$ cat src/rtl/sha2_pkg.sv
// Shared SHA-2 constants and types for the message-schedule expander.
// Holds round counts, sigma rotate/shift amounts and the FSM state type.
package sha2_pkg;

    localparam int ROUNDS_256 = 64;
    localparam int ROUNDS_512 = 80;
    localparam int IDX_W      = 7;

    localparam int SIG0_R1_256 = 7;
    localparam int SIG0_R2_256 = 18;
    localparam int SIG0_SH_256 = 3;
    localparam int SIG1_R1_256 = 17;
    localparam int SIG1_R2_256 = 19;
    localparam int SIG1_SH_256 = 10;

    localparam int SIG0_R1_512 = 1;
    localparam int SIG0_R2_512 = 8;
    localparam int SIG0_SH_512 = 7;
    localparam int SIG1_R1_512 = 19;
    localparam int SIG1_R2_512 = 61;
    localparam int SIG1_SH_512 = 6;

    typedef enum logic [1:0] {
        ST_IDLE   = 2'd0,
        ST_LOAD   = 2'd1,
        ST_EXPAND = 2'd2
    } state_t;

    function automatic int rounds_for(input int data_width);
        return (data_width == 64) ? ROUNDS_512 : ROUNDS_256;
    endfunction

endpackage

$ cat src/rtl/msg_schedule_if.sv
// Load and schedule-stream handshake bundle of the message-schedule expander.
// master = padder/round-engine side, slave = the expander.
interface msg_schedule_if
    import sha2_pkg::*;
#(
    parameter int DATA_WIDTH = 32
);
    logic                  start;
    logic                  word_valid;
    logic [DATA_WIDTH-1:0] word;
    logic                  word_ready;
    logic                  w_valid;
    logic [DATA_WIDTH-1:0] w;
    logic [IDX_W-1:0]      w_idx;
    logic                  w_ready;
    logic                  busy;
    logic                  done;

    modport master (
        output start, word_valid, word, w_ready,
        input  word_ready, w_valid, w, w_idx, busy, done
    );

    modport slave (
        input  start, word_valid, word, w_ready,
        output word_ready, w_valid, w, w_idx, busy, done
    );
endinterface

$ cat src/rtl/sha2_sigma_lower.sv
// SHA-2 small sigma function: SEL=0 gives sig0, SEL=1 gives sig1,
// with rotate/shift amounts picked by word width.
module sha2_sigma_lower
    import sha2_pkg::*;
#(
    parameter int DATA_WIDTH = 32,
    parameter int SEL        = 0
) (
    input  logic [DATA_WIDTH-1:0] x,
    output logic [DATA_WIDTH-1:0] y
);
    localparam bit WIDE = (DATA_WIDTH == 64);
    localparam int R1 = WIDE ? ((SEL != 0) ? SIG1_R1_512 : SIG0_R1_512)
                             : ((SEL != 0) ? SIG1_R1_256 : SIG0_R1_256);
    localparam int R2 = WIDE ? ((SEL != 0) ? SIG1_R2_512 : SIG0_R2_512)
                             : ((SEL != 0) ? SIG1_R2_256 : SIG0_R2_256);
    localparam int SH = WIDE ? ((SEL != 0) ? SIG1_SH_512 : SIG0_SH_512)
                             : ((SEL != 0) ? SIG1_SH_256 : SIG0_SH_256);

    assign y = ((x >> R1) | (x << (DATA_WIDTH - R1)))
             ^ ((x >> R2) | (x << (DATA_WIDTH - R2)))
             ^ (x >> SH);
endmodule

$ cat src/rtl/msg_schedule.sv
// SHA-2 message-schedule expander: loads a 16-word block into a circular
// register file, then streams W[0..ROUNDS-1] with valid/ready back-pressure.
module msg_schedule
    import sha2_pkg::*;
#(
    parameter int DATA_WIDTH = 32
) (
    input  logic          clk,
    input  logic          rst,
    msg_schedule_if.slave bus
);
    localparam int ROUNDS = rounds_for(DATA_WIDTH);

    generate
        if ((DATA_WIDTH != 32) && (DATA_WIDTH != 64)) begin : g_bad_width
            $error("msg_schedule: DATA_WIDTH must be 32 or 64");
        end
    endgenerate

    state_t                state_reg;
    state_t                state_next;
    logic [3:0]            cnt_reg;
    logic [IDX_W-1:0]      idx_reg;
    logic [DATA_WIDTH-1:0] w_reg;
    logic                  valid_reg;
    logic                  done_reg;
    logic [DATA_WIDTH-1:0] buf_mem [16];

    logic                  load_fire;
    logic                  load_last;
    logic                  advance;
    logic                  last_round;
    logic [IDX_W-1:0]      t_next;
    logic [3:0]            t_lo;
    logic                  t_expand;
    logic                  exp_wr;
    logic [DATA_WIDTH-1:0] sig0_w;
    logic [DATA_WIDTH-1:0] sig1_w;
    logic [DATA_WIDTH-1:0] w_new;
    logic [DATA_WIDTH-1:0] w_next;
    logic [DATA_WIDTH-1:0] wr_data;
    logic [15:0]           wr_en;

    assign load_fire  = (state_reg == ST_LOAD) && bus.word_valid;
    assign load_last  = load_fire && (cnt_reg == 4'd15);
    assign advance    = (state_reg == ST_EXPAND) && valid_reg && bus.w_ready;
    assign last_round = (idx_reg == IDX_W'(ROUNDS - 1));
    assign t_next     = idx_reg + IDX_W'(1);
    assign t_lo       = t_next[3:0];
    assign t_expand   = (t_next[IDX_W-1:4] != '0);
    assign exp_wr     = advance && !last_round && t_expand;

    // t-15 and t+1 alias to the same slot in a 16-entry ring.
    sha2_sigma_lower #(.DATA_WIDTH(DATA_WIDTH), .SEL(0)) u_sig0 (
        .x (buf_mem[t_lo + 4'd1]),
        .y (sig0_w)
    );

    sha2_sigma_lower #(.DATA_WIDTH(DATA_WIDTH), .SEL(1)) u_sig1 (
        .x (buf_mem[t_lo - 4'd2]),
        .y (sig1_w)
    );

    assign w_new   = sig1_w + buf_mem[t_lo - 4'd7] + sig0_w + buf_mem[t_lo];
    assign w_next  = t_expand ? w_new : buf_mem[t_lo];
    assign wr_data = load_fire ? bus.word : w_new;

    genvar gi;
    generate
        for (gi = 0; gi < 16; gi++) begin : g_wr_en
            assign wr_en[gi] = (load_fire && (cnt_reg == 4'(gi)))
                            || (exp_wr && (t_lo == 4'(gi)));
        end
    endgenerate

    always_ff @(posedge clk) begin
        for (int i = 0; i < 16; i++) begin
            if (wr_en[i]) begin
                buf_mem[i] <= wr_data;
            end
        end
    end

    always_ff @(posedge clk) begin
        if (rst) begin
            state_reg <= ST_IDLE;
        end else begin
            state_reg <= state_next;
        end
    end

    always_comb begin
        state_next = state_reg;
        case (state_reg)
            ST_IDLE:   if (bus.start)               state_next = ST_LOAD;
            ST_LOAD:   if (load_last)               state_next = ST_EXPAND;
            ST_EXPAND: if (advance && last_round)   state_next = ST_IDLE;
            default:                                state_next = ST_IDLE;
        endcase
    end

    always_comb begin
        bus.word_ready = (state_reg == ST_LOAD);
        bus.busy       = (state_reg != ST_IDLE);
        bus.w_valid    = valid_reg;
        bus.w          = w_reg;
        bus.w_idx      = idx_reg;
        bus.done       = done_reg;
    end

    always_ff @(posedge clk) begin
        if (rst) begin
            cnt_reg   <= '0;
            idx_reg   <= '0;
            w_reg     <= '0;
            valid_reg <= 1'b0;
            done_reg  <= 1'b0;
        end else begin
            done_reg <= advance && last_round;
            if (state_reg == ST_IDLE) begin
                cnt_reg <= '0;
            end else if (load_fire) begin
                cnt_reg <= cnt_reg + 4'd1;
            end
            // W[0] is already in slot 0 when the 16th word lands in slot 15.
            if (load_last) begin
                valid_reg <= 1'b1;
                idx_reg   <= '0;
                w_reg     <= buf_mem[0];
            end else if (advance) begin
                if (last_round) begin
                    valid_reg <= 1'b0;
                    idx_reg   <= '0;
                end else begin
                    idx_reg <= t_next;
                    w_reg   <= w_next;
                end
            end
        end
    end

    a_hold_stable: assert property (@(posedge clk) disable iff (rst)
        (bus.w_valid && !bus.w_ready) |=> ($stable(bus.w) && $stable(bus.w_idx) && bus.w_valid));
    a_done_pulse: assert property (@(posedge clk) disable iff (rst)
        bus.done |=> !bus.done);
    a_exclusive: assert property (@(posedge clk)
        !(bus.word_ready && bus.w_valid));

endmodule
$ cat src/flat_wrapper.sv
// flat-port wrapper written by rule: the top's interface ports become plain ports
module msg_schedule_flat import sha2_pkg::*;
#(
    parameter int DATA_WIDTH = 32
)
  (clk, rst, bus_start, bus_word_valid, bus_word, bus_w_ready, bus_word_ready, bus_w_valid, bus_w, bus_w_idx, bus_busy, bus_done);
  msg_schedule_if #(.DATA_WIDTH(DATA_WIDTH)) bus_i ();
  input  logic clk;
  input  logic rst;
  input wire logic [$bits(bus_i.start)-1:0] bus_start;
  input wire logic [$bits(bus_i.word_valid)-1:0] bus_word_valid;
  input wire logic [$bits(bus_i.word)-1:0] bus_word;
  input wire logic [$bits(bus_i.w_ready)-1:0] bus_w_ready;
  output wire logic [$bits(bus_i.word_ready)-1:0] bus_word_ready;
  output wire logic [$bits(bus_i.w_valid)-1:0] bus_w_valid;
  output wire logic [$bits(bus_i.w)-1:0] bus_w;
  output wire logic [$bits(bus_i.w_idx)-1:0] bus_w_idx;
  output wire logic [$bits(bus_i.busy)-1:0] bus_busy;
  output wire logic [$bits(bus_i.done)-1:0] bus_done;
  assign bus_i.start = bus_start;
  assign bus_i.word_valid = bus_word_valid;
  assign bus_i.word = bus_word;
  assign bus_i.w_ready = bus_w_ready;
  assign bus_word_ready = bus_i.word_ready;
  assign bus_w_valid = bus_i.w_valid;
  assign bus_w = bus_i.w;
  assign bus_w_idx = bus_i.w_idx;
  assign bus_busy = bus_i.busy;
  assign bus_done = bus_i.done;
  msg_schedule #(.DATA_WIDTH(DATA_WIDTH)) u_core (.clk(clk), .rst(rst), .bus(bus_i));
endmodule
$ cat config.mk
export PLATFORM = sky130hd
export DESIGN_NAME = msg_schedule_flat
export DESIGN_NICKNAME = d
export VERILOG_FILES = /design/src/rtl/sha2_pkg.sv /design/src/rtl/msg_schedule_if.sv /design/src/rtl/sha2_sigma_lower.sv /design/src/rtl/msg_schedule.sv /design/src/flat_wrapper.sv
export SDC_FILE = /design/constraint.sdc
export NUM_CORES = 1
export LEC_CHECK = 0
export CAP_MARGIN = 0
export CELL_PAD_IN_SITES_DETAIL_PLACEMENT = 1
export CELL_PAD_IN_SITES_GLOBAL_PLACEMENT = 1
export CORE_MARGIN = 1
export CORE_UTILIZATION = 50
export CTS_BUF_LIST = sky130_fd_sc_hd__clkbuf_4 sky130_fd_sc_hd__clkbuf_8
export DETAILED_ROUTE_END_ITERATION = 8
export PLACE_DENSITY_LB_ADDON = 0.15
export SYNTH_ARGS = -nofsm -noshare
export SYNTH_HDL_FRONTEND = slang
export SYNTH_SLANG_ARGS = --single-unit
$ cat constraint.sdc
create_clock -name clk -period 8.1 [get_ports clk]
set_input_delay 1.62 -clock clk [delete_from_list [all_inputs] [get_ports clk]]
set_output_delay 1.62 -clock clk [all_outputs]
set_load 0.005 [all_outputs]
Word level (Yosys, flattened, before mapping)
Memory sizes are Yosys's and may differ from the RTL's. Cells that the tools add are included.

Eq/ne operators: 37. Mux-type cells: 90. Reductions and logical operators: 82. $add $sub $neg: 8. Bitwise operators: 8.

Operators with widths (number): $mux W32 (20); $reduce_or A32 Y1 (15); $add A32 B32 Y32 (3); $eq A4 B4 Y1 const B (16); $xor A32 B32 Y32 (2); $mux W4 (15); $mux W1 (50); $logic_and A1 B1 Y1 (38); $eq A4 B3 Y1 const B (8); $or A13 B32 Y32 (1); $or A14 B32 Y32 (1); $or A15 B32 Y32 (1); $or A25 B32 Y32 (1); $xor A32 B22 Y32 (1); $xor A32 B29 Y32 (1); $eq A4 B2 Y1 const B (4); $logic_or A1 B1 Y1 (16); $add A4 B1 Y4 const B (2); $eq A4 B1 Y1 const B (2); $logic_not A4 Y1 (2); $add A7 B1 Y7 const B (1); $eq A7 B6 Y1 const B (1); $mux W7 (1); $mux W2 (3); 14 further kinds (20).

Memory bits (writable): 512. Flip-flop bits (word level): 47. Memories: 1.

Memory list: u_core.buf_mem (depth 16, width 32, read ports 5, clocked after Yosys merged registers in 0, wr ports 1, line msg_schedule.sv:27) `logic [DATA_WIDTH-1:0] buf_mem [16];`.

Logic depth before layout (Yosys ltp)
Gate-level depths: netlist of the first run.

Depth after elaboration: 25. Depth in mapped cells: 31.

By module
From an unflattened synthesis of the first run, not the netlist that was laid out.

Cell total of the unflattened synthesis: 2111. Area, all modules: 35109.9 um^2.

Modules (own cells, without submodules): msg_schedule (cells an instance 2047, times used 1, area an instance 33779.9 um^2); sha2_sigma_lower (u_core.u_sig0) (cells an instance 32, times used 1, area an instance 719.4 um^2); sha2_sigma_lower (u_core.u_sig1) (cells an instance 32, times used 1, area an instance 610.6 um^2).

Least setup slack after synthesis of the first run
OpenSTA, ideal clock, no wires.

Path kind: reg-to-reg. Start point: reg u_core.idx_reg[0] (netlist: u_core.bus.w_idx[0]). End point: mem u_core.buf_mem[0][23] (data pin). Stages on the path, launching flop included: 29. Slack: 189 ps. Data arrival time: 7580 ps. Cell sequence: dfxtp_1 buf_4 inv_2 buf_2 buf_2 buf_2 ha_1 buf_2 nor2_1 xnor2_1 clkbuf_1 mux4_2 mux4_2 xor2_1 xnor2_1 fa_1 inv_1 fa_1 inv_1 ha_1 a21o_1 or3_1 o211a_1 o21a_1 a221o_1 a21o_1 a21oi_1 xor2_1 o21ai_0.

Longest elaborated chain between the ends: 25. Elaborated cells on any way between the ends: 121.

RTL lines: from (decl) (line msg_schedule.sv:23) `logic [IDX_W-1:0] idx_reg;`; from (signal assigned) (line msg_schedule.sv:135) `idx_reg <= t_next;`; $add A7 B1 Y7 (*) (line msg_schedule.sv:48) `assign t_next = idx_reg + IDX_W'(1);`; $sub A4 B2 Y4 (line msg_schedule.sv:60) `.x (buf_mem[t_lo - 4'd2]),`; $mem_v2 Z16 W32 (*); $or A15 B32 Y32 or $or A13 B32 Y32 (tied branches) (line sha2_sigma_lower.sv:20, sha2_sigma_lower.sv:21); $xor A32 B32 Y32 (line sha2_sigma_lower.sv:21) `^ ((x >> R2) | (x << (DATA_WIDTH - R2)))`; $xor A32 B22 Y32 (line sha2_sigma_lower.sv:22) `^ (x >> SH);`; $add A32 B32 Y32 (2 in a row) (line msg_schedule.sv:64) `assign w_new = sig1_w + buf_mem[t_lo - 4'd7] + sig0_w + buf_mem[t_lo];`; $add A32 B32 Y32 (*) (line msg_schedule.sv:64); $mux W32 (*) (line msg_schedule.sv:66) `assign wr_data = load_fire ? bus.word : w_new;`; net u_core.wr_data[23] (line msg_schedule.sv:41) `logic [DATA_WIDTH-1:0] wr_data;`; $mux W32 (no source line) (14 in a row); $mux W32 (no source line) (*); to (decl) (line msg_schedule.sv:27).

The timed path passes the listed nets; every way through them passes the cells marked *.

Worst setup path after layout of the first run
Start point: reg u_core.idx_reg[1] (netlist: u_core.bus.w_idx[1]). End point: mem u_core.buf_mem[0][16] (data pin).

Same word-level chain as after synthesis.

==> flow_summary.toml, run 1 <==
[drt]
drt_iter0_markers = 2803
drtAntennaViolNets = 0
via_per_inst = 6.98
via_count = 23900
routed_wl_um = 122000
first_pass_iters = 5
drc = 0
wire_per_inst_um = 35.6

[clocking]
cts_setup_buffers = 0
clk_pin_slew_ns = 0.06
htree_levels = 3
clock_latency_ns = 0.72
cts_tree = "yes"
cts_root_buffer = "clkbuf_8"
clock_path_buffers = 3
hold_buffers = 0
clock_sinks = 559
cts_made_buffers = 97

[timing]
setup_violations = 0
setup_slack_ns = 0.341
fmax_mhz = 129
slew-limit-headroom_pct = 9.08
min_period_ns = 7.76
worst_pin_slew_ns = 1.36
finalCritPeriodShare_pct = 95.8
finalHoldViolations = 0
rsz0062_at_grt = "no"
drv_slew = 0
setup_tns_ns = 0
fin_skew_ns = 0.0329

[global_route]
gr-usage-met2_pct = 54.9
grt_pass1_wl_um = 176000
grt_max_degree = 102
met3_usage_pct = 7.16
grt_overflow = 0
grt-busiest-layer = "met2"
antenna_found_initial = 1
grt_usage_pct = 34.8
grt_pass1_vias = 24600
grt_use_met1_pct = 48.1

[power]
ir_drop_mv = 0.146
p_leak_nw = 13.3
pwr_density_cell_nw_per_um2 = 152
finalPower_mw = 5.99

[setup_path]
crit_arrival_ns = 8.18
crit_family = "adder cells"
cp_max_fo = 95
start_kind = "register"
cp.required_ns = 8.52
critical_path_class = "register to register"
cp_num_buf_inv = 4
cpMaxStageDelayCell = "xor2_1"
cp_slowest_stage_delay_ns = 0.58
cp_cell_sequence = "inv_1 -> ha_4 -> buf_16 -> ha_2 -> buf_4 -> nor2b_1 -> o21ai_0 -> a311o_1 -> o211ai_1 -> xnor2_1 -> xnor2_1 -> fa_1 -> fa_1 -> ha_1 -> a21o_1 -> a21o_1 -> a221o_1 -> a31oi_1 -> buf_4 -> o21a_1 -> o21ai_0 -> xor2_1 -> nand2_1 -> nand2_1"
end_kind = "register"

[synth]
yosys_most_used_dff = "edfxtp_1"
synth_common_cells = "512 x edfxtp_1, 416 x mux4_2, 214 x nand2_1"
synth_edf_count = 512
async_flop_share_pct = 0
synth_top_area_share_pct = 44.2
synth_area_leader_cell = "edfxtp_1"
ys_seq_elements = 559
syn-cell-area_um2 = 34800
yosysMostFrequentCell = "edfxtp_1"
synthDistinctLibCells = 67
synthTopCellsByArea = "edfxtp_1 44%, mux4_2 27%, mux2i_1 3.9%, fa_1 3.6%, dfxtp_1 2.7%"
synth_cells = 2273
yosysSeqAreaShare_pct = 46.9
yosys_warnings = 0
avgSynthCellArea_um2 = 15.3
synth_nets = 2413

[die]
die-area_um2 = 70600
ios = 80
initial_core_util_pct = 50.6
core_area_um2 = 68700
core.rowCount = 96
die_w_um = 266
die_y_um = 266

[cells_and_area]
final_nets = 2543
final_core_util_pct = 57.4
final_area_um2 = 39400
layout-drive-gt1-share_pct = 29.6
largest_reg_flops = 512
area_delta_synth_final_pct = 13.3

[job]
cap_viol_max_count = 0

[placed_design]
globalplace.congestion = 0.951
pre_cts_ws_ns = -0.253
dp_hpwl_um = 79200
postPlaceCellArea_um2 = 37400
io_buffers = 79

[status]
status = "finished, final reports clean"

[hold_path]
hold_class = "register to register"
-- stage by stage --
step                cells  hold WS (ns)
detailed placement   3234         0.530
global route         3417         0.567
floorplan            2273         0.482
global placement     3234         0.495
CTS                  3414         0.539
finish               3417         0.538
-- area by class of cell --
class	instances	area (um^2)
Antenna cell	2	5.00
Clock buffer	126	1570
Clock inverter	54	419
Fill cell	6434	29300
Inverter	125	479
Multi-Input combinational cell	1435	17600
Sequential cell	559	16300
Tap cell	931	1160
Timing Repair Buffer	185	1830
-- path summary, 6_finish.rpt --
kind,startpoint,end,slack [ns],cells past startpoint
worst max-delay path,u_core.bus.w_idx[1]$_SDFFE_PP0P_,u_core.buf_mem[0][16]$_DFFE_PP_,0.34,24
worst max register to register,u_core.bus.w_idx[1]$_SDFFE_PP0P_,u_core.buf_mem[0][16]$_DFFE_PP_,0.34,24
worst min register to register,u_core.bus.w_valid$_SDFFE_PP0P_,u_core.bus.w_valid$_SDFFE_PP0P_,0.54,2
worst min-delay path,u_core.bus.w_valid$_SDFFE_PP0P_,u_core.bus.w_valid$_SDFFE_PP0P_,0.54,2
-- logic make-up after synthesis --
family	count (synthesis)	share of synthesized area, %
simple gates	361	4.49
mux	562	31.3
fa+ha+maj	103	5.04
flops	559	46.9
buf+inv	279	3.38
compound gates	253	4.78
xor+xnor	156	4.14
-- power by group --
part / total [mW] / internal, mW / switching [mW] / leakage (nW)
Clock: 2.71 / 1.47 / 1.24 / 1.04
Sequential: 3.16 / 3.15 / 0.00822 / 4.99
Combinational: 0.119 / 0.0369 / 0.0820 / 7.29
Total: 5.99 / 4.66 / 1.33 / 13.3
-- worst min-delay path, delay by kind of cell, from the launching register on --
family,cells,cell delay (ns)
AO/OA/AOI/OAI,2,0.16
flip-flops,1,0.33
-- cells in the final DEF, fill, tap and decap left out, types with 46 or more instances in the layout --
master / instances
edfxtp_1: 512
mux4_2: 416
nand2_1: 214
mux2i_1: 135
inv_1: 123
clkbuf_8: 100
xnor2_1: 97
buf_4: 88
clkdlybuf4s50_1: 78
fa_1: 62
a21oi_1: 54
nor2_1: 53
xor2_1: 52
dfxtp_1: 46
-- repair_timing --
action	in CTS	in global routing
resized for setup	2	6
endpoints found under the setup margin	32	112
cloned	0	1
-- routing by layer --
| layer | wire length (um) | vias up |
|---|---|---|
| met5 | 0 | - |
| met4 | 4670 | 0 |
| met3 | 12900 | 286 |
| met2 | 57500 | 1586 |
| met1 | 46500 | 12600 |
| li1 | - | 9351 |
Note: power is estimated with default switching activity, not from simulation.
==> run 2: changes to the inputs <==
SKIP_LAST_GASP = 1   (was default)
==> results of run 2 <==
No change in the layout: final DEF, timing and power equal those of run 1.
